### config.mk
export PLATFORM = sky130hd
export DESIGN_NAME = bfp_converter_shared_exponent
export DESIGN_NICKNAME = d
export VERILOG_FILES = /design/src/rtl/bfp_converter_shared_exponent.sv
export SDC_FILE = /design/constraint.sdc
export NUM_CORES = 1
export LEC_CHECK = 0
export CORE_MARGIN = 2
export CORE_UTILIZATION = 50
export DETAILED_ROUTE_END_ITERATION = 7
export MAX_ROUTING_LAYER = met4
export PLACE_DENSITY = 0.82
export SETUP_SLACK_MARGIN = 0.02
export SLEW_MARGIN = 5
export SYNTH_ARGS = -nofsm -noshare
export SYNTH_HDL_FRONTEND = slang
export SYNTH_SLANG_ARGS = --single-unit
export TNS_END_PERCENT = 20
### constraint.sdc
create_clock -name clk -period 3.4 [get_ports clk]
set_input_delay 0.34 -clock clk [delete_from_list [all_inputs] [get_ports clk]]
set_output_delay 0.34 -clock clk [all_outputs]
set_load 0.05 [all_outputs]
### src/rtl/bfp_converter_shared_exponent.sv
// rtl/bfp_converter_shared_exponent.sv - pipelined shared-exponent finder with per-lane shift (optional BFP_SHIFT_SAT_EN saturation)
module bfp_converter_shared_exponent #(
    parameter int EXPONENT_WIDTH = 8,
    parameter int LANES          = 8,
    parameter int SHIFT_WIDTH    = 5
) (
    input  logic                            clk,
    input  logic                            rst_n,
    input  logic                            in_valid,
    output logic                            in_ready,
    input  logic [LANES*EXPONENT_WIDTH-1:0] in_exponent,
    input  logic [LANES-1:0]                in_mask,
    output logic                            out_valid,
    input  logic                            out_ready,
    output logic [EXPONENT_WIDTH-1:0]       out_exponent,
    output logic [LANES*SHIFT_WIDTH-1:0]    out_shift,
    output logic [LANES-1:0]                out_zero,
    output logic [LANES-1:0]                out_sat
);

    localparam int EW = EXPONENT_WIDTH;
    localparam int SW = SHIFT_WIDTH;
    localparam int L  = $clog2(LANES);

    localparam logic [EW-1:0] EXP_MIN   = {1'b1, {(EW-1){1'b0}}};
    localparam logic [SW-1:0] SHIFT_ALL = '1;

    // One global enable: the whole pipeline moves or the whole pipeline holds.
    logic adv;
    assign adv      = out_ready | ~out_valid;
    assign in_ready = adv;

    // Stage 0..L sideband: valid bit, raw exponents and mask follow the tree.
    logic [L:0]              valid_q;
    logic [LANES*EW-1:0]     exp_q  [0:L];
    logic [LANES-1:0]        mask_q [0:L];

    // Comparison tree stored heap-style: node n has children 2n and 2n+1,
    // leaves live at LANES..2*LANES-1, node 1 is the root (shared exponent).
    logic [EW-1:0]           node_q [1:LANES-1];
    logic [EW-1:0]           child  [2:2*LANES-1];

    logic [EW:0]             root_ext;
    logic [LANES*SW-1:0]     shift_c;

    // Advance valid bits and the raw-lane sideband one stage per enabled cycle.
    always_ff @(posedge clk or negedge rst_n) begin
        if (!rst_n) begin
            valid_q <= '0;
            for (int j = 0; j <= L; j++) begin
                exp_q[j]  <= '0;
                mask_q[j] <= '0;
            end
        end else if (adv) begin
            valid_q[0] <= in_valid;
            exp_q[0]   <= in_exponent;
            mask_q[0]  <= in_mask;
            for (int j = 1; j <= L; j++) begin
                valid_q[j] <= valid_q[j-1];
                exp_q[j]   <= exp_q[j-1];
                mask_q[j]  <= mask_q[j-1];
            end
        end
    end

    // Tree inputs: internal nodes from registers, leaves from stage 0 with
    // masked lanes forced to the most negative exponent.
    always_comb begin
        for (int n = 2; n < LANES; n++) begin
            child[n] = node_q[n];
        end
        for (int k = 0; k < LANES; k++) begin
            child[LANES+k] = mask_q[0][k] ? EXP_MIN : exp_q[0][k*EW +: EW];
        end
    end

    // Registered pairwise signed max; ties keep the lower-index child.
    always_ff @(posedge clk or negedge rst_n) begin
        if (!rst_n) begin
            for (int n = 1; n < LANES; n++) begin
                node_q[n] <= '0;
            end
        end else if (adv) begin
            for (int n = 1; n < LANES; n++) begin
                node_q[n] <= ($signed(child[2*n+1]) > $signed(child[2*n])) ? child[2*n+1] : child[2*n];
            end
        end
    end

    assign root_ext = {node_q[1][EW-1], node_q[1]};

`ifdef BFP_SHIFT_SAT_EN
    localparam logic [EW:0] SHIFT_MAX = (EW+1)'({SW{1'b1}});

    logic [EW:0]             diff_c [LANES];
    logic [LANES-1:0]        sat_c;

    // Full-width difference max - e, never negative, needed for the range check.
    always_comb begin
        for (int i = 0; i < LANES; i++) begin
            diff_c[i] = root_ext - {exp_q[L][i*EW+EW-1], exp_q[L][i*EW +: EW]};
        end
    end

    // Per-lane shift with clamp to the largest representable shift.
    always_comb begin
        shift_c = '0;
        sat_c   = '0;
        for (int i = 0; i < LANES; i++) begin
            if (mask_q[L][i]) begin
                shift_c[i*SW +: SW] = SHIFT_ALL;
            end else if (diff_c[i] > SHIFT_MAX) begin
                shift_c[i*SW +: SW] = SHIFT_ALL;
                sat_c[i]            = 1'b1;
            end else begin
                shift_c[i*SW +: SW] = diff_c[i][SW-1:0];
            end
        end
    end

    // Saturation flags are registered alongside the rest of the result.
    always_ff @(posedge clk or negedge rst_n) begin
        if (!rst_n) begin
            out_sat <= '0;
        end else if (adv && valid_q[L]) begin
            out_sat <= sat_c;
        end
    end
`else
    // Per-lane shift as the low bits of max - e; the caller keeps it in range.
    always_comb begin
        shift_c = '0;
        for (int i = 0; i < LANES; i++) begin
            if (mask_q[L][i]) begin
                shift_c[i*SW +: SW] = SHIFT_ALL;
            end else begin
                shift_c[i*SW +: SW] = SW'(root_ext - {exp_q[L][i*EW+EW-1], exp_q[L][i*EW +: EW]});
            end
        end
    end

    assign out_sat = '0;
`endif

    // Output stage: load only on advance with a valid beat, otherwise hold.
    always_ff @(posedge clk or negedge rst_n) begin
        if (!rst_n) begin
            out_valid    <= 1'b0;
            out_exponent <= '0;
            out_shift    <= '0;
            out_zero     <= '0;
        end else if (adv) begin
            out_valid <= valid_q[L];
            if (valid_q[L]) begin
                out_exponent <= node_q[1];
                out_shift    <= shift_c;
                out_zero     <= mask_q[L];
            end
        end
    end

endmodule

==> metrics, run 1 <==
fin nets=~2000; RR Endpoint=child[79]; core area=about 0.031 mm2; Hold Crit Class=input port to flip-flop; Main synth FF type=dfrtp_1; post-synthesis cell count=1720; CTS tree=yes; worst r2r path cells=8; die area=0.0329 mm2; Syn. warnings=0; Max Cap Viol=0; CTS clk-pin slew, worst paths=0.06 ns; I/O Buffers=133; Worst Path Class, Setup=flip-flop to flip-flop; post-layout util=60.7%; Data required, critical path=between 3 and 4 ns; hold wc startpoint=in_exponent[46]; fmax=381 MHz; largest net degree at the start of global routing=153; R2R setup slack=just under 0.8 ns; Starting Density=approximately 50%; Post-DRT Antenna Nets=0; power per standard cell area=1070 mW/mm2; CP Capture Type=flip-flop; placed cell count=around 2200; clk root buf=clkbuf_16; area grow syn2layout=18.7%; grt total ovfl=0; gr usage total=22.2%; Initial DRT Pass Iterations=5; io pins=roughly 140; Post-CTS Setup Inserts=0; global-route wire length before repair=58200 um; maximum vdd drop=496 uV; Netlist cell types=48; FF/Latch Area=0.00833 mm2; initial antenna violation count=0; Synth area leaders=dfrtp_1, nand2_1, ha_1, nor2_1, o21ai_0; area of the multi-input gates=0.00675 mm2; Clock Latency Late Sink=0.53 ns; Layout Skew=~0.011 ns; CP Max Fanout=11; status=finished, final reports clean; total CTS buffers=36; worst endpoint data arrival time=3.00 ns; number of flops mapped to enable cells by yosys=0; post-synthesis sequential area ratio=53.0%; Final Max Tran Viols=0; H-tree depth=2; Hold Path Cell Cnt=3; routed vias=11800; # diodes=0; area leader, netlist=dfrtp_1; estimated wirelength of the detail-placed design=23700 um; RePlAce Congestion=0.905; final setup fails=0; synthesized area=between 0.015 and 0.02 mm2; Least-Margin Pin Slew=just over 1 ns; Finished Layout Cells=2247; Post-route DRC=0; final wirelength=35100 um; Pleak=9.23 nW; most common library cells after synthesis=nand2_1, dfrtp_1, nor2_1; die height=approximately 180 um; Fin Setup TNS=0 ns; vias per cell=between 5 and 6; max_slew headroom=between 30% and 40%; clk sink count=333; top-count cell post-synth=nand2_1; fraction of layout cells with a size suffix above 1=5.02%; Worst R2R Start=mask_q[29]; final hold viol count=0; First DRT Iteration DRCs=~940; RSZ-0062 raised after global routing=no; crit start category=flip-flop; Async SR Flop Fraction=100%; Clock Path Buffers=3; Fillers=2546; vias in the first global route=11400; post-layout min period=2.62 ns; Hold Path Sink=exp_q[238]; Core Rows=64; DR WL/cell=15.6 um; syn_area_per_cell=a little over 9 um2; share of the synthesized area in the top cell type=a little over half; Tcrit/Tclk final=77.2%; die width=181 um; #FFs+latches synth=333
[critical path, cell delays in order (launching register included)]
cell,delay (ns)
dfrtp_1,0.50
or2_2,0.35
ha_1,0.31
and4_1,0.20
o21ai_1,0.08
a21oi_1,0.13
o22ai_1,0.14
nor4_2,0.58
a221oi_1,0.20
[registers in the layout, indices dropped and copies added (netlist names)]
name          count
mask_q           32
out_exponent      8
child            48
out_zero          8
out_shift        40
out_valid         1
node_q            8
valid_q           4
exp_q           184
[layout by cell type (no fill, tap or decap), drive strengths merged, types with 3 or more instances in the layout]
| cell type | count |
|---|---|
| a211oi | 4 |
| a21o | 17 |
| a21oi | 56 |
| a221o | 24 |
| a221oi | 4 |
| a31oi | 34 |
| and2 | 13 |
| and2b | 4 |
| buf | 14 |
| bufinv | 5 |
| clkbuf | 45 |
| clkdlybuf4s50 | 131 |
| clkinv | 9 |
| clkinvlp | 3 |
| conb | 8 |
| dfrtp | 333 |
| fa | 8 |
| ha | 84 |
| inv | 88 |
| mux2i | 29 |
| nand2 | 631 |
| nand2b | 31 |
| nand3 | 6 |
| nand4 | 6 |
| nor2 | 90 |
| nor2b | 35 |
| nor3 | 4 |
| nor4 | 3 |
| o211ai | 4 |
| o21a | 6 |
| o21ai | 67 |
| o22ai | 4 |
| or2 | 4 |
| xnor2 | 17 |
| xor2 | 16 |
[where the power goes]
group	switching (mW)	internal (mW)	total, mW	leakage (nW)
logic	5.30	3.57	8.87	4.61
registers	1.35	5.65	7.00	4.02
clock network	1.63	2.45	4.09	0.611
total	8.28	11.7	20.0	9.23
[how the worst max path moves through the flow]
stage                            to  slack (ns)       start  cells after the start
after floorplan           child[85]        0.98  mask_q[27]                      7
after global placement    child[71]        0.86  mask_q[31]                      8
after detailed placement  child[79]        0.80  mask_q[29]                      8
after CTS                 child[71]        0.81  mask_q[31]                      8
after global routing      child[71]        0.59  mask_q[31]                      8
final                     child[79]        0.78  mask_q[29]                      8
[per-layer routing]
layer	wire [um]	share of wire, %	GRT usage (%)
met1	16900	48	31.5
met2	15900	45	34.2
met3	1630	4.6	2.82
met4	596	1.7	5.17
met5	0	0	-
[through the flow]
stage          hold WS, ns  worst slack (ns)  cell area (um2)  total power [mW]
6_report             0.340             0.776            18700              20.0
3_3_place_gp         0.441             0.865            17400              15.4
2_1_floorplan       0.0444             0.978            15700              13.2
4_1_cts              0.317             0.810            18700              20.0
5_1_grt              0.325             0.591            18700              21.4
3_5_place_dp         0.449             0.802            17400              15.8
[layout make-up]
type	instances	share of cell area (%)
inverters	84	1.73
clock inverters	21	1.50
repair buffers	146	8.09
multi-input cells	1222	36.2
flip-flops and latches	333	44.7
well taps	396	2.66
clock buffers	45	5.22
[logic make-up after synthesis]
logic type               after synthesis  share of synthesized area [%]
multiplexers                          29                           1.85
AO/OA/AOI/OAI                        225                           9.14
AND/OR/NAND/NOR                      834                           22.1
flip-flops                           333                           53.0
adder cells (fa/ha/maj)               93                           7.77
buffers and inverters                172                           4.31
other                                  1                         0.0239
XOR/XNOR                              33                           1.84
[repair_timing]
item	4_1_cts	5_1_grt
gates resized for setup	0	0
hold buffers	1	0
hold endpoints to repair	99	0
(Power assumes the default switching activity.)
==> run 2: changes to the inputs <==
- clock period: 3.4 -> 2.7 ns (I/O delays scaled with it)
==> metrics, run 2 (synthesis results as in run 1) <==
total CTS buffers=35; Fin Setup TNS=0 ns; die area=0.0329 mm2; final setup fails=0; I/O Buffers=between 100 and 150; vias per cell=5.30; Final Max Tran Viols=0; First DRT Iteration DRCs=966; Core Rows=64; DR WL/cell=16.0 um; most frequent cells in the layout=nand2_1, dfrtp_1, clkdlybuf4s50_1; max reg flops=roughly 180; largest net degree at the start of global routing=110; clock group share of total power=21.6%; Fillers=2525; clk root buf=clkbuf_16; Worst Path Class, Setup=flip-flop to flip-flop; final wirelength=36000 um; Sw Pwr=around 10 mW; Max Cap Viol=0; gr usage total=between 20% and 30%; Tcrit/Tclk final=93.1%; CP Capture Type=flip-flop; most common cell after layout, fill and taps aside=nand2_1; Data required, critical path=around 3.1 ns; Clock Latency Late Sink=0.53 ns; status=finished, final reports clean; Flop pwr share=34.3%; RSZ-0062 raised after global routing=no; Initial DRT Pass Iterations=5; fraction of layout cells with a size suffix above 1=under 10%; Post-CTS Setup Inserts=0; CTS tree=yes; power per standard cell area=1360 mW/mm2; estimated wirelength of the detail-placed design=around 24000 um; Layout Skew=a little over 0.02 ns; io pins=142; Design Area, Final=0.0189 mm2; Starting Density=51.1%; final hold viol count=0; initial antenna violation count=0; fin nets=2000; die height=roughly 180 um; vias in the first global route=11800; RePlAce Congestion=about 0.91; CP Max Fanout=12; Clock Path Buffers=3; max_slew headroom=~34%; H-tree depth=2; # diodes=0; placed inst area=approximately 0.017 mm2; Least-Margin Pin Slew=between 0.9 and 1 ns; post-layout min period=2.51 ns; CTS clk-pin slew, worst paths=0.06 ns; maximum vdd drop=560 uV; Post-route DRC=0; die width=181 um; Pleak=9.34 nW; Largest Register=exp_q; area of the multi-input gates=0.00675 mm2; P_int=15.2 mW; fmax=398 MHz; grt total ovfl=0; FF/Latch Area=0.00833 mm2; global-route wire length before repair=59800 um; Post-DRT Antenna Nets=0; crit start category=flip-flop; core area=slightly above 0.03 mm2; Switching Fraction=40.8%; Hold Crit Class=input port to flip-flop; worst endpoint data arrival time=between 2 and 3 ns; area grow syn2layout=19.9%; routed vias=12000; Combinational Power Share=44.1%; clk sink count=333
## run 2: changes by cell type in the layout (fill, tap and decap cells not counted), moves of 2 or more
cell,before,now
buf_12,6,8
buf_4,7,15
bufinv_16,5,9
clkbuf_1,5,3
clkbuf_8,4,7
clkinv_2,7,4
clkinvlp_4,3,1
## run 2: stage by stage
step	hold WS, ns	worst slack [ns]	power, mW	util (%)	instances
2_1_floorplan	-0.0256	0.278	16.7	-	1727
5_1_grt	0.289	0.0341	27.5	61.3	2255
3_3_place_gp	0.295	0.316	19.6	56.9	2190
6_report	0.283	0.187	25.7	61.3	2255
3_5_place_dp	0.304	0.206	20.1	56.9	2190
4_1_cts	0.272	0.183	25.8	61.3	2255
## run 2: critical path: stages, from the launching register on
cell       delay [ns]
dfrtp_1          0.52
nand2b_1         0.22
ha_1             0.29
a21oi_1          0.14
o211ai_1         0.15
a311o_1          0.37
o2111ai_2        0.14
nor3b_4          0.38
a221oi_1         0.15
## run 2: cell type report
class,count,area share [%]
Sequential cell,333,44.2
Clock inverter,18,1.80
Timing Repair Buffer,156,8.53
Tap cell,396,2.63
Multi-Input combinational cell,1222,35.8
Clock buffer,46,5.35
Inverter,84,1.71
## run 2: repair_timing
item,in CTS,in global routing
endpoints found under the setup margin,0,1
endpoints found under the hold margin,76,0
hold buffers,1,0
gates resized for setup,0,1
## run 2: final timing paths
kind	from	to	slack, ns	cells after the start
setup / recovery	mask_q[24]	child[95]	0.19	8
hold / removal	in_exponent[8]	exp_q[200]	0.28	3
setup reg to reg	mask_q[24]	child[95]	0.19	8
hold reg to reg	exp_q[163]	exp_q[99]	0.46	2
max in group asynchronous	rst_n	mask_q[27]	1.42	3
min in group asynchronous	rst_n	exp_q[226]	0.32	2
## run 2: power by group through the flow
stage,combinational (mW),sequential (mW),clock (mW)
final,11.3,8.81,5.55
after global routing,12.6,9.07,5.82
after CTS,11.4,8.80,5.64
after detailed placement,11.2,8.85,0
after global placement,10.8,8.76,0
after floorplan,7.18,9.48,0
## run 2: layer usage
layer	part of all wire (%)	GRT usage, %	routed length, um	up-vias
li1	-	-	-	5782
met1	46	32.0	16600	5797
met2	47	35.3	16700	332
met3	5.8	3.55	2090	51
met4	1.7	5.33	607	0
met5	0	-	0	-
==> run 3: changes to the inputs <==
- CTS_BUF_LIST: not set -> sky130_fd_sc_hd__clkbuf_8
- clock period: 2.7 -> 2.6 ns (I/O delays scaled with it)
==> metrics, run 3 (synthesis results as in run 1) <==
status=finished, final reports clean; Setup WS post-layout=between 0.15 and 0.2 ns; estimated wirelength of the detail-placed design=25000 um; Worst R2R Start=mask_q[29]; Hold Path Cell Cnt=3; initial antenna violation count=0; io pins=142; post-layout util=a little over 60%; # diodes=0; worst r2r path cells=9; max reg flops=184; Data required, critical path=between 3 and 4 ns; clock group share of total power=~17%; Metal-1 WL=16900 um; I/O Buffers=between 100 and 150; largest net degree at the start of global routing=83; CP max stage delay=0.38 ns; Combinational Power Share=46.7%; fin nets=between 2000 and 2500; Worst Path Buf+Inv=1; Final Max Tran Viols=0; Fin Setup TNS=0 ns; P_int=14.5 mW; CP Max Fanout=7; Post-route DRC=0; gr usage total=22.6%; RePlAce Congestion=0.888; grt total ovfl=0; Worst path slowest cell=dfrtp_1; routed vias=12000; fmax=416 MHz; RR Endpoint=child[76]; hold wc startpoint=in_exponent[20]; die height=roughly 180 um; Switching Fraction=42.6%; Fillers=2619; die width=181 um; Worst Path Class, Setup=flip-flop to flip-flop; CP Capture Type=flip-flop; power per standard cell area=around 1400 mW/mm2; Clock Latency Late Sink=0.60 ns; DR WL/cell=~15 um; Post-Place Worst Slack=0.156 ns; Sw Pwr=about 11 mW; Pleak=9.33 nW; placed inst area=0.0176 mm2; DR WL met3=1680 um; Starting Density=a little over 50%; Clock Path Buffers=3; Post-DRT Antenna Nets=0; R2R setup slack=about 0.2 ns; CTS clk-pin slew, worst paths=approximately 0.06 ns; Initial DRT Pass Iterations=5; global-route wire length before repair=59300 um; Largest Register=exp_q; area grow syn2layout=18.4%; final hold viol count=0; RSZ-0062 raised after global routing=yes; Tcrit/Tclk final=roughly 93%; Least-Margin Pin Slew=0.969 ns; Core Rows=64; post-layout min period=2.41 ns; Design Area, Final=0.0186 mm2; vias in the first global route=11800; met2 wire len=16100 um; vias per cell=around 5.2; Hold Path Sink=exp_q[212]; total CTS buffers=53; final wirelength=between 30000 and 40000 um; fraction of layout cells with a size suffix above 1=6.55%; clk root buf=clkbuf_8; core area=0.0307 mm2; most frequent cells in the layout=nand2_1, dfrtp_1, clkdlybuf4s50_1; crit start category=flip-flop; worst endpoint data arrival time=2.88 ns; critical-path cell list=or2_2, ha_1, and4_1, o21ai_1, a21oi_1, o22ai_1, nor4_2, buf_4, a221o_1; Flop pwr share=around 36%; cell family with most CP delay=compound AO/OA/AOI/OAI gates; die area=0.0329 mm2; max_slew headroom=35.4%; most common cell after layout, fill and taps aside=nand2_1; Hold Crit Class=input port to flip-flop; final setup fails=0; CTS tree=yes; Layout Skew=0.0206 ns; top layer in use=met4; maximum vdd drop=632 uV; First DRT Iteration DRCs=752; clk sink count=333; Max Cap Viol=0; Post-CTS Setup Inserts=0; H-tree depth=2
==> run 3: cell count changes in the layout (fill, tap and decap cells not counted), sizes merged <==
cell / previous run / this run
bufinv: 9 / 1
inv: 86 / 104
buf: 24 / 31
clkinvlp: 1 / 0
clkbuf: 46 / 63
clkinv: 6 / 8
==> run 3: worst max-delay path by stage <==
stage                     slack (ns)         to  startpoint  cells past startpoint
after floorplan                 0.18  child[85]  mask_q[27]                      7
after global placement          0.22  child[71]  mask_q[31]                      8
after detailed placement        0.16  child[71]  mask_q[31]                      8
after CTS                       0.16  child[71]  mask_q[31]                      8
after global routing            0.01  child[95]  mask_q[24]                      8
final                           0.19  child[76]  mask_q[29]                      9
==> run 3: cell type report <==
cell class	count	area [um2]	share of cell area, %
clock inverter	29	169	0.907
multi-input combinational	1222	6760	36.3
clock buffer	63	867	4.66
sequential	333	8330	44.8
timing repair buffer	163	1670	8.99
tap	396	495	2.66
inverter	84	323	1.73
==> run 3: what timing repair did <==
action                     in CTS  in global routing
hold buffers                    1                  0
hold endpoints to repair       63                  0
gates resized for setup         0                  2
setup endpoints to repair       0                  8
==> run 3: metal layers <==
| layer | global-route usage [%] | vias up |
|---|---|---|
| met4 | 6.44 | 0 |
| met5 | - | - |
| met1 | 32.2 | 5716 |
| met3 | 2.96 | 71 |
| li1 | - | 5837 |
| met2 | 34.3 | 326 |
==> run 3: worst min-delay path: stages <==
cell,delay (ns)
clkdlybuf4s50_1,0.39
nand2_1,0.06
nand2_1,0.04
==> run 3: metrics by stage <==
step / power [mW] / hold WS [ns] / cells
5_1_grt: 27.2 / 0.190 / 2290
3_3_place_gp: 20.3 / 0.257 / 2197
4_1_cts: 25.3 / 0.176 / 2290
2_1_floorplan: 17.3 / -0.0356 / 1727
6_report: 25.2 / 0.197 / 2290
3_5_place_dp: 20.9 / 0.268 / 2197
==> run 3: power by group through the flow <==
| stage | Clock (mW) | Sequential, mW | Combinational, mW |
|---|---|---|---|
| 2_1_floorplan | 0 | 9.85 | 7.46 |
| 3_3_place_gp | 0 | 9.07 | 11.2 |
| 3_5_place_dp | 0 | 9.16 | 11.7 |
| 4_1_cts | 4.43 | 9.09 | 11.8 |
| 5_1_grt | 4.67 | 9.38 | 13.1 |
| 6_report | 4.35 | 9.10 | 11.8 |
